$ cat src/rtl/bf_pkg.sv
// Shared definitions for the bf16 MAC lane: data widths, sequencer state codes and NaN helper.
package bf_pkg;

    localparam int BF16_W = 16;
    localparam int FP32_W = 32;

    localparam logic [FP32_W-1:0] FP32_QNAN = 32'h7FC0_0000;

    // State codes are plain constants so older tools and netlists can match them by value.
    localparam logic [2:0] IDLE  = 3'd0;
    localparam logic [2:0] CLEAR = 3'd1;
    localparam logic [2:0] RUN   = 3'd2;
    localparam logic [2:0] DRAIN = 3'd3;
    localparam logic [2:0] DONE  = 3'd4;

    function automatic logic is_fp32_nan(input logic [FP32_W-1:0] value);
        return (value[30:23] == 8'hFF) && (value[22:0] != 23'd0);
    endfunction

endpackage

$ cat src/rtl/bf_mac_seq.sv
// Dot-product sequencer feeding one bf16 MAC lane from two synchronous-read operand memories.
// Optional macro BF_SEQ_NAN_ABORT_EN adds res_nan and aborts a job once the accumulator turns NaN.
module bf_mac_seq
    import bf_pkg::*;
#(
    parameter int ADDR_W = 10,
    parameter int LEN_W  = 10
) (
    input  logic              clk,
    input  logic              rst_n,
    input  logic              start,
    input  logic [ADDR_W-1:0] base_a,
    input  logic [ADDR_W-1:0] base_b,
    input  logic [LEN_W-1:0]  len,
    output logic              busy,
    output logic              mem_rd_en,
    output logic [ADDR_W-1:0] mem_a_addr,
    output logic [ADDR_W-1:0] mem_b_addr,
    input  logic [BF16_W-1:0] mem_a_rdata,
    input  logic [BF16_W-1:0] mem_b_rdata,
    output logic              mac_clr,
    output logic              mac_en,
    output logic [BF16_W-1:0] mac_in_1,
    output logic [BF16_W-1:0] mac_in_2,
    input  logic [FP32_W-1:0] acc_result,
    output logic              res_valid,
    input  logic              res_ready,
    output logic [FP32_W-1:0] res_data
`ifdef BF_SEQ_NAN_ABORT_EN
    ,
    output logic              res_nan
`endif
);

    logic [2:0]        state;
    logic [2:0]        state_nxt;
    logic [ADDR_W-1:0] addr_a;
    logic [ADDR_W-1:0] addr_b;
    logic [LEN_W-1:0]  cnt;
    logic              mac_en_q;
    logic              nan_hit;
    logic              accept;

    assign accept = (state == IDLE) && start;

`ifdef BF_SEQ_NAN_ABORT_EN
    assign nan_hit = ((state == RUN) || (state == DRAIN)) && is_fp32_nan(acc_result);
`else
    assign nan_hit = 1'b0;
`endif

    always_comb begin
        state_nxt = state;
        case (state)
            IDLE:    if (start) state_nxt = CLEAR;
            CLEAR:   state_nxt = (cnt != '0) ? RUN : DONE;
            RUN: begin
                if (nan_hit)
                    state_nxt = DONE;
                else if (cnt == LEN_W'(1))
                    state_nxt = DRAIN;
            end
            DRAIN:   state_nxt = DONE;
            DONE:    if (res_ready) state_nxt = IDLE;
            default: state_nxt = IDLE;
        endcase
    end

    // Addresses and the remaining-pair count advance once per issued read.
    always_ff @(posedge clk or negedge rst_n) begin
        if (!rst_n) begin
            state    <= IDLE;
            addr_a   <= '0;
            addr_b   <= '0;
            cnt      <= '0;
            mac_en_q <= 1'b0;
        end else begin
            state    <= state_nxt;
            mac_en_q <= mem_rd_en;
            if (accept) begin
                addr_a <= base_a;
                addr_b <= base_b;
                cnt    <= len;
            end else if (mem_rd_en) begin
                addr_a <= addr_a + ADDR_W'(1);
                addr_b <= addr_b + ADDR_W'(1);
                cnt    <= cnt - LEN_W'(1);
            end
        end
    end

`ifdef BF_SEQ_NAN_ABORT_EN
    always_ff @(posedge clk or negedge rst_n) begin
        if (!rst_n)
            res_nan <= 1'b0;
        else if (accept || ((state == DONE) && res_ready))
            res_nan <= 1'b0;
        else if (nan_hit)
            res_nan <= 1'b1;
    end
`endif

    // A NaN seen in RUN suppresses the read in that same cycle, so mac_en falls one cycle later.
    assign mem_rd_en  = (state == RUN) && !nan_hit;
    assign mem_a_addr = addr_a;
    assign mem_b_addr = addr_b;
    assign mac_en     = mac_en_q;
    assign mac_clr    = (state == CLEAR);
    assign mac_in_1   = mem_a_rdata;
    assign mac_in_2   = mem_b_rdata;
    assign busy       = (state != IDLE);
    assign res_valid  = (state == DONE);
    assign res_data   = res_valid ? acc_result : '0;

endmodule

$ cat config.mk
export PLATFORM = sky130hd
export DESIGN_NAME = bf_mac_seq
export DESIGN_NICKNAME = d
export VERILOG_FILES = /design/src/rtl/bf_pkg.sv /design/src/rtl/bf_mac_seq.sv
export SDC_FILE = /design/constraint.sdc
export NUM_CORES = 1
export LEC_CHECK = 0
export ABC_AREA = 1
export BUFFER_PORTS_ARGS = -buffer_cell sky130_fd_sc_hd__buf_4
export CORE_MARGIN = 2
export CORE_UTILIZATION = 44
export CTS_CLUSTER_DIAMETER = 150
export DETAILED_ROUTE_END_ITERATION = 10
export PLACE_DENSITY = 0.81
export RECOVER_POWER = 50
export SETUP_SLACK_MARGIN = 0.3
export SLEW_MARGIN = 20
export SYNTH_ARGS = -nofsm -noshare
export SYNTH_HDL_FRONTEND = slang
export SYNTH_SLANG_ARGS = --single-unit
$ cat constraint.sdc
create_clock -name clk -period 1.9 [get_ports clk]
set_input_delay 0.38 -clock clk [delete_from_list [all_inputs] [get_ports clk]]
set_output_delay 0.38 -clock clk [all_outputs]
set_load 0.02 [all_outputs]
* Yosys cells after proc, flatten, opt, wreduce, memory -nomap -nowiden
Cells that the tools add are included.
** Word-level totals
- Output and inout bits :: 89
- Flip-flop bits (word level) :: 34
- Input port bits :: 98
- Word-level logic and storage cells :: 34
** Operators by class
- Reductions and logical operators :: 6
- Equal/unequal tests :: 8
- Multiplexer cells :: 12
- $add $sub $neg :: 3
** Operators with widths (count)
- two-way mux 10 bit :: 6
- two-way mux 32 bit :: 1
- adder 10 x 1 -> 10 bit, second input constant :: 2
- one-hot mux 3 bit (5 select lines) :: 1
- two-way mux 3 bit :: 4
- == test 10 x 1 -> 1 bit, second input constant :: 1
- nonzero test 10 bit :: 1
- subtractor 10 x 1 -> 10 bit, second input constant :: 1
- == test 3 x 2 -> 1 bit, second input constant :: 2
- != test 2 x 1 -> 1 bit, second input constant :: 2
- == test 3 x 1 -> 1 bit, second input constant :: 1
- == test 3 bit, second input constant :: 1
- zero test 3 bit :: 1
- AND reduction 3 bit :: 1
- nonzero test 3 bit :: 1
- != test 2 bit, second input constant :: 1
- nonzero test 2 bit :: 1
- logical AND 1 bit :: 1

* Depth between registers and ports, before layout
- Depth in word-level cells :: 3
- Mapped depth :: 9
- Mapped depth without buffers :: 9

* Least setup slack after synthesis
No wires, ideal clock.
- Path type :: register -> output
- Start point :: reg state[1]
- End point :: out res_data[10]
- Required time :: 1520 ps
- Arrival :: 1450 ps
- Slack :: 70 ps
- Buffers on the path :: 1
- Stages on the path, launching flop included :: 5
- Cell sequence :: dfrtp_1 nor3_2 inv_2 clkbuf_1 nor2_1
** Between the ends
- Cells in the longest elaborated chain, start to end :: 2
** Ends and longest elaborated chain
- start, declared :: line bf_mac_seq.sv:35 : logic [2:0] state;
- start signal, assigned :: line bf_mac_seq.sv:78 : state <= state_nxt;
- == test 3 bit :: line bf_mac_seq.sv:112 : assign res_valid = (state == DONE);
- named net res_valid :: line bf_mac_seq.sv:26 : output logic res_valid,
- two-way mux 32 bit :: line bf_mac_seq.sv:113 : assign res_data = res_valid ? acc_result : '0;
- end, declared :: line bf_mac_seq.sv:28 : output logic [FP32_W-1:0] res_data
The timed path passes the listed nets, and every way through them passes these cells.

* Final worst setup path
- Start point :: reg state[2]
- End point :: out res_data[9]
** Between the ends
- Cells in the longest elaborated chain, start to end :: 2
** Ends and longest elaborated chain (line)
- == test 3 bit :: bf_mac_seq.sv:112
- two-way mux 32 bit :: bf_mac_seq.sv:113
No other way between the ends.

==> results.yml <==
clocking:
  htree_num_levels: 2
  clkTransAtPathRegs_ns: 0.07
  clk_latency_ns: 0.28
  clockBufferDepth: 2
  clock-sinks: 34
  cts_tree: "done"
  cts_made_buffers: 5
  clockRootBuffer: "clkbuf_8"
  cts_hold_buf: 0
route:
  drc: 0
  drt_iter0_drc: 224
  post_drt_wl_per_cell_um: 15.0
  wl_um: 9170
  viasPerCell: 5.15
  first_pass_iters: 5
  antenna_left: 0
  vias: 3148
global_route:
  grt_pass1_wl_um: 12000
  grt_max_degree: 35
  grt_pass1_vias: 2735
  antenna_found_initial: 0
  overflow: 0
  track_usage_pct: 22.9
yosys:
  syn_nets: 515
  synth_common_cells: "nand2_1, inv_1, nor2_1"
  synth_seq_area_share_pct: 32.1
  yosys-top-cells-area: "dfrtp_1, nand2_1, inv_1"
  async_flop_share_pct: 100
  ys_warn_count: 0
  synth_top_area_share_pct: 32.1
  ys_ff_latch: 34
  yosysMostFrequentCell: "nand2_1"
  synth.mux.area_fraction_pct: 0
  synth_top_family_by_area: "simple AND/OR/NAND/NOR gates"
  synth_xor_xnor_area_share_pct: 0.330
  synth_adder_area_share_pct: 2.36
  syn_inst: 412
  yosys.area.top_type: "dfrtp_1"
  synth_edf_count: 0
  synthFlopType: "dfrtp_1"
  synth_area_um2: 2650
  synth-simple-area-share_pct: 33.5
  avgSynthCellArea_um2: 6.44
  synth-compound-area-share_pct: 8.92
  yosysUniqueCellTypes: 29
status:
  run_status: "completed"
power_and_ir_drop:
  power.density_nw_per_um2: 1520
  peakVddDrop_uv: 919
  p_leak_uw: 0.00227
place:
  place_congestion: 0.917
  portBuffers: 122
  dp_hpwl_um: 5660
  dp.cells: 570
  place_ws_ns: 0.228
  dpl-instance-area_um2: 3660
floorplan:
  rows: 28
  core_um2: 5890
  io_pins: 187
  initial_core_util_pct: 45.0
  dieHeight_um: 81.6
  fp.dieW_um: 81.6
  dieArea_um2: 6660
sta:
  fin_crit_ns: 1.88
  finalHoldViolations: 0
  grt_setup_unrepaired: "yes"
  setup_viol: 0
  whs_ns: 0.212
  setup_slack_ns: 0.0228
  final.period_utilization_pct: 98.8
  fmax_mhz: 533
  finClkSkew_ns: 0.00929
  slew_viol_final: 0
  relSlewSlack_pct: 39.6
  worst_pin_slew_ns: 0.907
cells_and_area:
  final_cell_area_um2: 4280
  n_fill_cell: 448
  finalNonFillerCells: 611
  diodes: 0
  drive_gt1_share_pct: 42.4
  final_nets: 639
  area_growth_pct: 61.6
  final_core_util_pct: 72.8
critical_path:
  cp.arrival_ns: 1.50
  end_kind: "primary output"
  crit_path_start_kind: "flop"
  required_ns: 1.52
  crit_type: "reg -> out"
  cp_max_fo: 7
run:
  max-cap-violations: 0
worst_hold_path:
  hold_class: "in -> async"
==> worst max-delay path, stage by stage, from the launching register on <==
cell,delay (ns)
dfrtp_1,0.38
inv_2,0.06
nor3_4,0.24
inv_4,0.13
buf_4,0.19
nor2_4,0.08
buf_4,0.14
==> stage by stage <==
| step | TNS, ns | total power [uW] |
|---|---|---|
| after floorplan | 0 | 3810 |
| after global placement | 0 | 4750 |
| after detailed placement | 0 | 4850 |
| after CTS | 0 | 5570 |
| after global routing | -0.553 | 6970 |
| final | 0 | 6500 |
==> layer usage <==
layer  share of wire (%)  GRT usage [%]  vias to the layer above
li1                    -              -                     1492
met1                  37           25.9                     1457
met2                  52           42.5                      186
met3                  10           6.59                       13
met4                 1.3           5.33                        0
met5                   0              0                        -
==> worst paths after layout <==
kind,startpoint,endpoint,slack (ns),cells past startpoint
hold reg to reg,cnt[8]$_DFFE_PN0P_,cnt[8]$_DFFE_PN0P_,0.53,2
min in group clk,base_a[1],mem_a_addr[1]$_DFFE_PN0P_,0.30,3
setup / recovery,state[2]$_DFFE_PN0P_,res_data[9],0.02,6
setup reg to reg,state[2]$_DFFE_PN0P_,mem_b_addr[8]$_DFFE_PN0P_,0.10,11
max in group asynchronous,rst_n,state[1]$_DFFE_PN0P_,1.06,1
hold / removal,rst_n,mem_a_addr[7]$_DFFE_PN0P_,0.21,1
==> flip-flops by register name (all words and copies together) (netlist names) <==
signal      count
cnt            10
mem_a_addr     10
mem_b_addr     10
state           3
mac_en          1
==> cells in the final DEF (no fill, tap or decap), types with 8 or more instances in the layout <==
master    synthesis  layout
o21ai_0          10       8
nor2_1           58      25
nand3_1          36      31
o21ai_2           1      10
clkbuf_1          4      10
dfrtp_1          34      32
buf_6             0      26
buf_4            35     115
inv_1            72      71
nor2_4            1      33
nand2_1          92      88
o21ai_1          18      11
==> area by class of cell <==
type                    instances  area [um^2]  share of cell area [%]
flip-flops and latches         34          853                    19.9
clock buffers                   7         76.3                    1.78
well taps                      75         93.8                    2.19
multi-input cells             255         1550                    36.1
repair buffers                157         1350                    31.6
repair inverters                5         45.0                    1.05
inverters                      78          315                    7.36
==> power by group <==
part | switching, uW | internal [uW]
Combinational | 2610 | 1900
Clock | 261 | 253
Sequential | 387 | 1090
==> cell families after synthesis <==
| logic type | after synthesis |
|---|---|
| compound gates | 41 |
| xor+xnor | 1 |
| fa+ha+maj | 5 |
| buf+inv | 124 |
| flops | 34 |
| simple gates | 207 |
==> timing repair <==
item,in CTS,in global routing
resized for setup,15,59
pin swaps,2,13
gates cloned,1,10
setup buffers,8,15
setup endpoints to repair,43,60
(Power assumes the default switching activity.)
